===== src/rtl/dnn_pkg.sv =====
// Shared definitions for the MNIST engine result-side logic.
package dnn_pkg;

  localparam int DATA_WIDTH  = 9;
  localparam int NUM_CLASSES = 10;
  // Image/weight store address width of the engine; carried here so the
  // engine and this block agree on one set of constants.
  localparam int ADDR_WIDTH  = 13;

  // Digit reported when a run is aborted because done never arrived.
  localparam logic [3:0] TIMEOUT_DIGIT = 4'hF;

  typedef enum logic [2:0] {
    ST_IDLE   = 3'd0,
    ST_CLEAR  = 3'd1,
    ST_LAUNCH = 3'd2,
    ST_WAIT   = 3'd3,
    ST_SCAN   = 3'd4,
    ST_RESULT = 3'd5
  } reader_state_t;

endpackage


===== src/rtl/dnn_result_reader_argmax.sv =====
// Running argmax over a stream of signed scores. best_idx/best_score already
// include the score presented this cycle, so the caller can capture the final
// winner on the same edge that consumes the last class.
module dnn_argmax_acc #(
  parameter int DATA_WIDTH = dnn_pkg::DATA_WIDTH
) (
  input  logic                  clk,
  input  logic                  rst,
  input  logic                  clear,
  input  logic                  enable,
  input  logic [3:0]            idx,
  input  logic [DATA_WIDTH-1:0] score,
  output logic [3:0]            best_idx,
  output logic [DATA_WIDTH-1:0] best_score
);

  localparam logic [DATA_WIDTH-1:0] MOST_NEG = {1'b1, {(DATA_WIDTH-1){1'b0}}};

  logic [3:0]            idx_q;
  logic [DATA_WIDTH-1:0] score_q;
  logic                  take;

  // Strictly greater replaces the best, so ties keep the earlier (lower) index.
  always_comb begin
    take       = enable && ($signed(score) > $signed(score_q));
    best_idx   = take ? idx   : idx_q;
    best_score = take ? score : score_q;
  end

  // Hold the running best; clear restarts the sweep from the most-negative score.
  always_ff @(posedge clk or posedge rst) begin
    if (rst) begin
      idx_q   <= '0;
      score_q <= MOST_NEG;
    end else if (clear) begin
      idx_q   <= '0;
      score_q <= MOST_NEG;
    end else if (enable) begin
      idx_q   <= best_idx;
      score_q <= best_score;
    end
  end

endmodule


===== src/rtl/dnn_result_reader.sv =====
// Run controller for the inference engine: soft-reset, start, wait for done
// (with timeout), sweep all class scores and return the argmax.
//
// Handshakes: a transfer happens on a rising clk edge where valid && ready are
// both high. req_ready is high only in IDLE. res_valid, once high, stays high
// with stable res_* until res_ready is seen; the result registers keep their
// value afterwards and only res_valid qualifies them.
module dnn_result_reader #(
  parameter int DATA_WIDTH     = dnn_pkg::DATA_WIDTH,
  parameter int NUM_CLASSES    = dnn_pkg::NUM_CLASSES,
  parameter int TIMEOUT_CYCLES = 1048576
) (
  input  logic                  clk,
  input  logic                  rst,
  input  logic                  req_valid,
  output logic                  req_ready,
  output logic                  eng_reset,
  output logic                  eng_start,
  input  logic                  eng_done,
  output logic [3:0]            eng_idx,
  input  logic [DATA_WIDTH-1:0] eng_out,
  output logic                  res_valid,
  input  logic                  res_ready,
  output logic [3:0]            res_digit,
  output logic [DATA_WIDTH-1:0] res_score,
  output logic                  res_timeout,
  output logic [2:0]            dbg_state
);

  import dnn_pkg::*;

  localparam int              CNT_W    = (TIMEOUT_CYCLES > 1) ? $clog2(TIMEOUT_CYCLES) : 1;
  localparam logic [CNT_W-1:0] CNT_LAST = CNT_W'(TIMEOUT_CYCLES - 1);
  localparam logic [3:0]      LAST_IDX = 4'(NUM_CLASSES - 1);

  reader_state_t         state_q, state_d;
  logic [CNT_W-1:0]      wait_cnt_q;
  logic                  eng_reset_d, eng_start_d, res_valid_d;
  logic [3:0]            eng_idx_d;
  logic                  load_scan, load_timeout;
  logic                  acc_clear, acc_enable;
  logic [3:0]            best_idx;
  logic [DATA_WIDTH-1:0] best_score;

  assign req_ready = (state_q == ST_IDLE);
  assign dbg_state = state_q;

  // State register.
  always_ff @(posedge clk or posedge rst) begin
    if (rst) state_q <= ST_IDLE;
    else     state_q <= state_d;
  end

  // Next-state logic; in WAIT a done in the final counted cycle still wins.
  always_comb begin
    state_d = state_q;
    unique case (state_q)
      ST_IDLE:   if (req_valid) state_d = ST_CLEAR;
      ST_CLEAR:  state_d = ST_LAUNCH;
      ST_LAUNCH: state_d = ST_WAIT;
      ST_WAIT: begin
        if (eng_done)                     state_d = ST_SCAN;
        else if (wait_cnt_q == CNT_LAST)  state_d = ST_RESULT;
      end
      ST_SCAN:   if (eng_idx == LAST_IDX) state_d = ST_RESULT;
      ST_RESULT: if (res_ready) state_d = ST_IDLE;
      default:   state_d = ST_IDLE;
    endcase
  end

  // Output decode from the upcoming state so every output leaves a flop.
  always_comb begin
    eng_reset_d  = (state_d == ST_CLEAR);
    eng_start_d  = (state_d == ST_LAUNCH);
    res_valid_d  = (state_d == ST_RESULT);
    eng_idx_d    = (state_q == ST_SCAN && state_d == ST_SCAN) ? eng_idx + 4'd1 : 4'd0;
    load_scan    = (state_q == ST_SCAN) && (state_d == ST_RESULT);
    load_timeout = (state_q == ST_WAIT) && (state_d == ST_RESULT);
    acc_clear    = (state_q == ST_WAIT) && eng_done;
    acc_enable   = (state_q == ST_SCAN);
  end

  // Registered control outputs and result registers.
  always_ff @(posedge clk or posedge rst) begin
    if (rst) begin
      eng_reset   <= 1'b0;
      eng_start   <= 1'b0;
      eng_idx     <= '0;
      res_valid   <= 1'b0;
      res_digit   <= '0;
      res_score   <= '0;
      res_timeout <= 1'b0;
    end else begin
      eng_reset <= eng_reset_d;
      eng_start <= eng_start_d;
      eng_idx   <= eng_idx_d;
      res_valid <= res_valid_d;
      if (load_scan) begin
        res_digit   <= best_idx;
        res_score   <= best_score;
        res_timeout <= 1'b0;
      end else if (load_timeout) begin
        res_digit   <= TIMEOUT_DIGIT;
        res_score   <= '0;
        res_timeout <= 1'b1;
      end
    end
  end

  // WAIT-cycle counter, restarted by every launch.
  always_ff @(posedge clk or posedge rst) begin
    if (rst)                       wait_cnt_q <= '0;
    else if (state_q == ST_LAUNCH) wait_cnt_q <= '0;
    else if (state_q == ST_WAIT)   wait_cnt_q <= wait_cnt_q + 1'b1;
  end

  dnn_argmax_acc #(
    .DATA_WIDTH (DATA_WIDTH)
  ) u_argmax (
    .clk        (clk),
    .rst        (rst),
    .clear      (acc_clear),
    .enable     (acc_enable),
    .idx        (eng_idx),
    .score      (eng_out),
    .best_idx   (best_idx),
    .best_score (best_score)
  );

endmodule


===== config.mk =====
export PLATFORM = sky130hd
export DESIGN_NAME = dnn_result_reader
export DESIGN_NICKNAME = d
export VERILOG_FILES = /design/src/rtl/dnn_pkg.sv /design/src/rtl/dnn_result_reader_argmax.sv /design/src/rtl/dnn_result_reader.sv
export SDC_FILE = /design/constraint.sdc
export NUM_CORES = 1
export LEC_CHECK = 0
export ABC_AREA = 1
export BUFFER_PORTS_ARGS = -buffer_cell sky130_fd_sc_hd__buf_4
export CORE_MARGIN = 2
export CORE_UTILIZATION = 63
export DETAILED_ROUTE_END_ITERATION = 16
export GPL_TIMING_DRIVEN = 1
export PLACE_DENSITY_LB_ADDON = 0.12
export SLEW_MARGIN = 20
export SYNTH_ARGS = -nofsm -noshare
export SYNTH_HDL_FRONTEND = slang
export SYNTH_HIERARCHICAL = 1
export SYNTH_SLANG_ARGS = --single-unit

===== constraint.sdc =====
create_clock -name clk -period 4.96 [get_ports clk]
set_input_delay 0.496 -clock clk [delete_from_list [all_inputs] [get_ports clk]]
set_output_delay 0.496 -clock clk [all_outputs]
set_load 0.02 [all_outputs]

---- Yosys cells after proc, flatten, opt, wreduce, memory -nomap -nowiden ----
Index checks and enable logic that the tools add are counted.
cells by class
  add/sub/neg operators ................... 2
  $lt $le $gt $ge ......................... 1
  equal/unequal tests ..................... 11
  multiplexer cells ....................... 21
  reductions and logical operators ........ 9
operators with widths
  operator               number
  $mux 9                 5
  $mux 20                2
  $mux 4                 6
  $add 20x1->20 const B  1
  $eq 20x20->1 const B   1
  $pmux 3 s6             1
  $mux 3                 5
  $eq 3x3->1 const B     4
  $eq 3x2->1 const B     3
  $gt 9x9->1             1
  $eq 3x1->1 const B     2
  $reduce_bool 2->1      3
  $logic_and 1x1->1      5
  $add 4x1->4 const B    1
  $eq 4x4->1 const B     1
  $logic_not 3->1        1
  $mux 1                 2
storage, ports and cells
  register bits after elaboration ......... 57
  input bits .............................. 14
  output and inout port bits .............. 25
  word-level logic and storage cells ...... 55

---- Depth between registers and ports, before layout ----
  depth after elaboration ................. 8
  depth in mapped cells ................... 17
  gate-level depth less buffers ........... 16

---- Modules after synthesis ----
Netlist, hierarchy kept.
modules (own cells, without submodules)
  module             instances  cells an instance  area each (um^2)  seq. area each (um^2)
  dnn_result_reader  1          266                2194.6            1101.1
  dnn_argmax_acc     1          148                1074.8            326.6

---- Worst setup path after synthesis ----
Ideal clock, no wire load.
  path kind ............................... register to register
  start point ............................. reg u_argmax.score_q[8]
  end point ............................... reg res_digit[3]
  setup time .............................. 117 ps
  arrival time ............................ 2060 ps
  data required time ...................... 4843 ps
  slack ................................... 2783 ps
  stages on the path, launching flop included .. 15
  path buffers ............................ 1
  period minus slack after synthesis ...... 2177 ps
  cells stage by stage .................... dfstp_2 inv_1 ha_1 nand2_2 inv_1 a21oi_2 nand3_1 nand2_2 buf_2 nand4_1 nand2_2 inv_1 or2_0 nand2_1 nand2_1
on the way
  word-level cells in the longest chain between the ends .. 4
ends and longest elaborated chain
  item                    line                            source
  start, declared         dnn_result_reader_argmax.sv:20  logic [DATA_WIDTH-1:0] score_q;
  start signal, assigned  dnn_result_reader_argmax.sv:40  score_q <= best_score;
  $gt 9x9->1              dnn_result_reader_argmax.sv:25  take = enable && ($signed(score) > $signed(score_q));
  $logic_and 1x1->1       dnn_result_reader_argmax.sv:25
  $mux 4                  dnn_result_reader_argmax.sv:26  best_idx = take ? idx : idx_q;
  net best_idx[3]         dnn_result_reader.sv:42         logic [3:0] best_idx;
  $mux 4                  dnn_result_reader.sv:98         if (load_scan) begin
  end signal, assigned    dnn_result_reader.sv:99         res_digit <= best_idx;
  end, declared           dnn_result_reader.sv:24         output logic [3:0] res_digit,
The timed path passes the listed nets, and every way through them passes these cells.
A chain may end at the register's enable or synchronous reset.

---- Worst setup path in the final report ----
  start point ............................. reg u_argmax.score_q[8]
  end point ............................... reg res_digit[1]
Same word-level chain as after synthesis.

==> flow_summary.yaml <==
status:
  status: "completed"
synthesis:
  ys_seq_area_share_pct: 43.7
  ys_types: 35
  synth_top_area_share_pct: 42.9
  synth_top_area_cell: "dfrtp_1"
  yosys_register_bits: 57
  yosysWarnings: 6
  synth_cells: 414
  synth_area_leaders: "dfrtp_1, nand2_1, inv_1, nand2_2, ha_1"
  synth_nets: 440
  avgSynthCellArea_um2: 7.90
  synthesis.area_mm2: 0.00327
clocking:
  cts.sinks: 57
  cts-root-buf: "clkbuf_8"
  cts_inserted_buffers: 9
  cts_resized: 0
  clock_latency_ns: 0.34
  cts_setup_buffers: 0
  hold_buffers: 0
  clock_path_buffers: 2
  htreeDepth: 3
  cts_tree: "yes"
  clk_pin_slew_ns: 0.06
power:
  p_per_area_mw_per_mm2: 454
  p_leak_uw: 0.00202
  vdd_drop_max_v: 0.000395
global_route:
  grt_max_degree: 45
  grt_pass1_wl_mm: 11.7
  track_usage_pct: 25.5
  grt_antenna_before_repair: 0
  overflow: 0
  first_global_vias: 2530
detailed_routing:
  dr.pass1.iters: 4
  num_vias: 2725
  detail_route.wl_per_cell_um: 12.8
  drt_iter0_markers: 206
  viasPerCell: 5.14
  ant_nets: 0
  drc: 0
  wirelength_mm: 6.76
setup_path:
  cp.arrival_ns: 2.87
  crit_end: "res_digit[1]$_DFFE_PP0P_"
  reg2reg_slack_ns: 2.32
  path_common_cell: "nand2_1"
  crit_path_max_incr_delay_ns: 0.53
  path_class: "flip-flop to flip-flop"
  r2r_start: "u_argmax/score_q[8]$_DFFE_PP1P_"
  r2r.worst_path.cells: 13
  crit_chain: "inv_1, ha_1, nand2_1, nand2_1, a21oi_2, nand4_2, nand3_4, nand2_1, nand2_1, inv_1, or2_0, nand2_1, nand2_1"
  required_ns: 5.19
  cp-start-kind: "flip-flop"
  r2r-end: "res_digit[1]$_DFFE_PP0P_"
  crit_slowest_cell: "dfstp_2"
  crit_path_end_kind: "flip-flop"
  crit_start: "u_argmax/score_q[8]$_DFFE_PP1P_"
  crit_path_max_fanout: 14
placed_design:
  postPlaceCellArea_mm2: 0.00359
  port_buffers: 38
  gp_congestion: 0.894
  hpwl_mm: 4.87
sta:
  slew_headroom_pct: 51.1
  setup_viol: 0
  max_freq_mhz: 378
  tightest_slew_ns: 0.732
  min_period_ns: 2.64
  slew_viol_final: 0
  fin_tns_setup_ns: 0
  rsz0062_at_grt: "no"
  hold_viol: 0
  fin_skew_ns: 0.00743
  period_share_pct: 53.3
die:
  core_area_mm2: 0.00504
  start_util_pct: 64.8
  die_x_um: 76.0
  rows: 26
  dieArea_mm2: 0.00578
  ios: 39
  die-height_um: 76.0
final_layout:
  nets: 481
  area_growth_pct: 15.2
  antenna_cells: 0
  drive_gt1_share_pct: 23.3
  finish.instance_area_mm2: 0.00377
  nFillCells: 377
flow_run:
  drv_cap: 0
worst_hold_path:
  min_path_type: "input port to async pin"
[power breakdown]
part	internal, uW	leakage, uW	switching, uW
registers	552	0.000758	62.2
clock network	206	0.0000932	179
logic	229	0.00117	480
total	987	0.00202	722
[cells in the mapped netlist]
cell	number
clkbuf_1	3
xnor2_1	2
o21ai_0	11
buf_4	2
nor2_1	34
a21oi_2	1
nand4_4	1
or2_0	4
a21oi_1	10
inv_1	74
dfrtp_1	56
inv_2	5
o21a_1	2
o31ai_1	1
buf_6	2
nand3_4	1
a31oi_1	1
nor2_2	12
nand4_1	20
nand3_2	3
a32o_1	1
nand3_1	24
and3_1	2
o22ai_1	1
dfstp_2	1
nand2_1	85
nor2_4	2
xor2_1	4
nor4_2	1
ha_1	12
nand2_2	25
nand3b_1	3
nand4_2	1
nor3_1	5
buf_2	2
[layout by cell type (no fill, tap or decap), drive strengths merged, types with 5 or more instances in the layout]
cell type and count:
inv 78, a21oi 11, dfrtp 56, nor3 5, ha 12, o21ai 11
buf 39, clkbuf 13, nor2 48, nand3 28, nand2 110, nand4 22
[final cells by class]
type | count | area, um^2 | area share (%)
multi-input combinational | 269 | 1490 | 39.5
clock inverter | 3 | 15.0 | 0.399
inverter | 79 | 297 | 7.87
timing repair buffer | 39 | 293 | 7.77
clock buffer | 13 | 159 | 4.22
tap | 70 | 87.6 | 2.32
sequential | 57 | 1430 | 37.9
[worst min-delay path by stage]
stage | from | to | slack, ns | cells past startpoint
2_1_floorplan | rst | u_argmax/idx_q[0]$_DFFE_PP0P_ | 0.37 | 1
3_3_place_gp | res_timeout$_DFFE_PP0P_ | res_timeout$_DFFE_PP0P_ | 0.47 | 2
3_5_place_dp | res_timeout$_DFFE_PP0P_ | res_timeout$_DFFE_PP0P_ | 0.48 | 2
4_1_cts | rst | u_argmax/idx_q[2]$_DFFE_PP0P_ | 0.21 | 2
5_1_grt | rst | u_argmax/idx_q[0]$_DFFE_PP0P_ | 0.25 | 2
6_report | rst | u_argmax/idx_q[2]$_DFFE_PP0P_ | 0.20 | 2
[per-layer routing]
| layer | up-vias | track usage (%) | wire length [um] |
|---|---|---|---|
| met2 | 67 | 38.8 | 3150 |
| met5 | - | 0 | 0 |
| met4 | 0 | 12.9 | 142 |
| met1 | 1270 | 35.6 | 3140 |
| li1 | 1375 | - | - |
| met3 | 13 | 4.15 | 325 |
[stage by stage]
step	util, %	power, uW	setup slack (ns)	hold WS [ns]	std cells
6_report	74.7	1710	2.32	0.202	530
5_1_grt	74.7	1840	2.10	0.253	530
4_1_cts	74.7	1710	2.37	0.207	530
3_5_place_dp	71.3	1320	2.30	0.477	514
3_3_place_gp	71.2	1300	2.43	0.469	514
2_1_floorplan	-	1150	2.78	0.372	414
[critical path, delay by kind of cell (launching register included)]
family / cells / cell delay [ns]
fa+ha+maj: 1 / 0.33
buf+inv: 2 / 0.08
simple gates: 9 / 1.43
compound gates: 1 / 0.16
flops: 1 / 0.53
[state kept, by name (all words and copies together), names as in the netlist]
signal	count
eng_idx	4
res_score	9
eng_start	1
u_argmax/idx_q	4
res_digit	4
u_argmax/score_q	9
res_valid	1
dbg_state	3
wait_cnt_q	20
res_timeout	1
eng_reset	1
[cell families after synthesis]
group	synth area share, %
flip-flops	43.7
XOR/XNOR	1.61
AO/OA/AOI/OAI	4.86
AND/OR/NAND/NOR	34.4
buffers and inverters	10.9
adder cells (fa/ha/maj)	4.59
No activity file was read; power rests on OpenSTA's default activity.
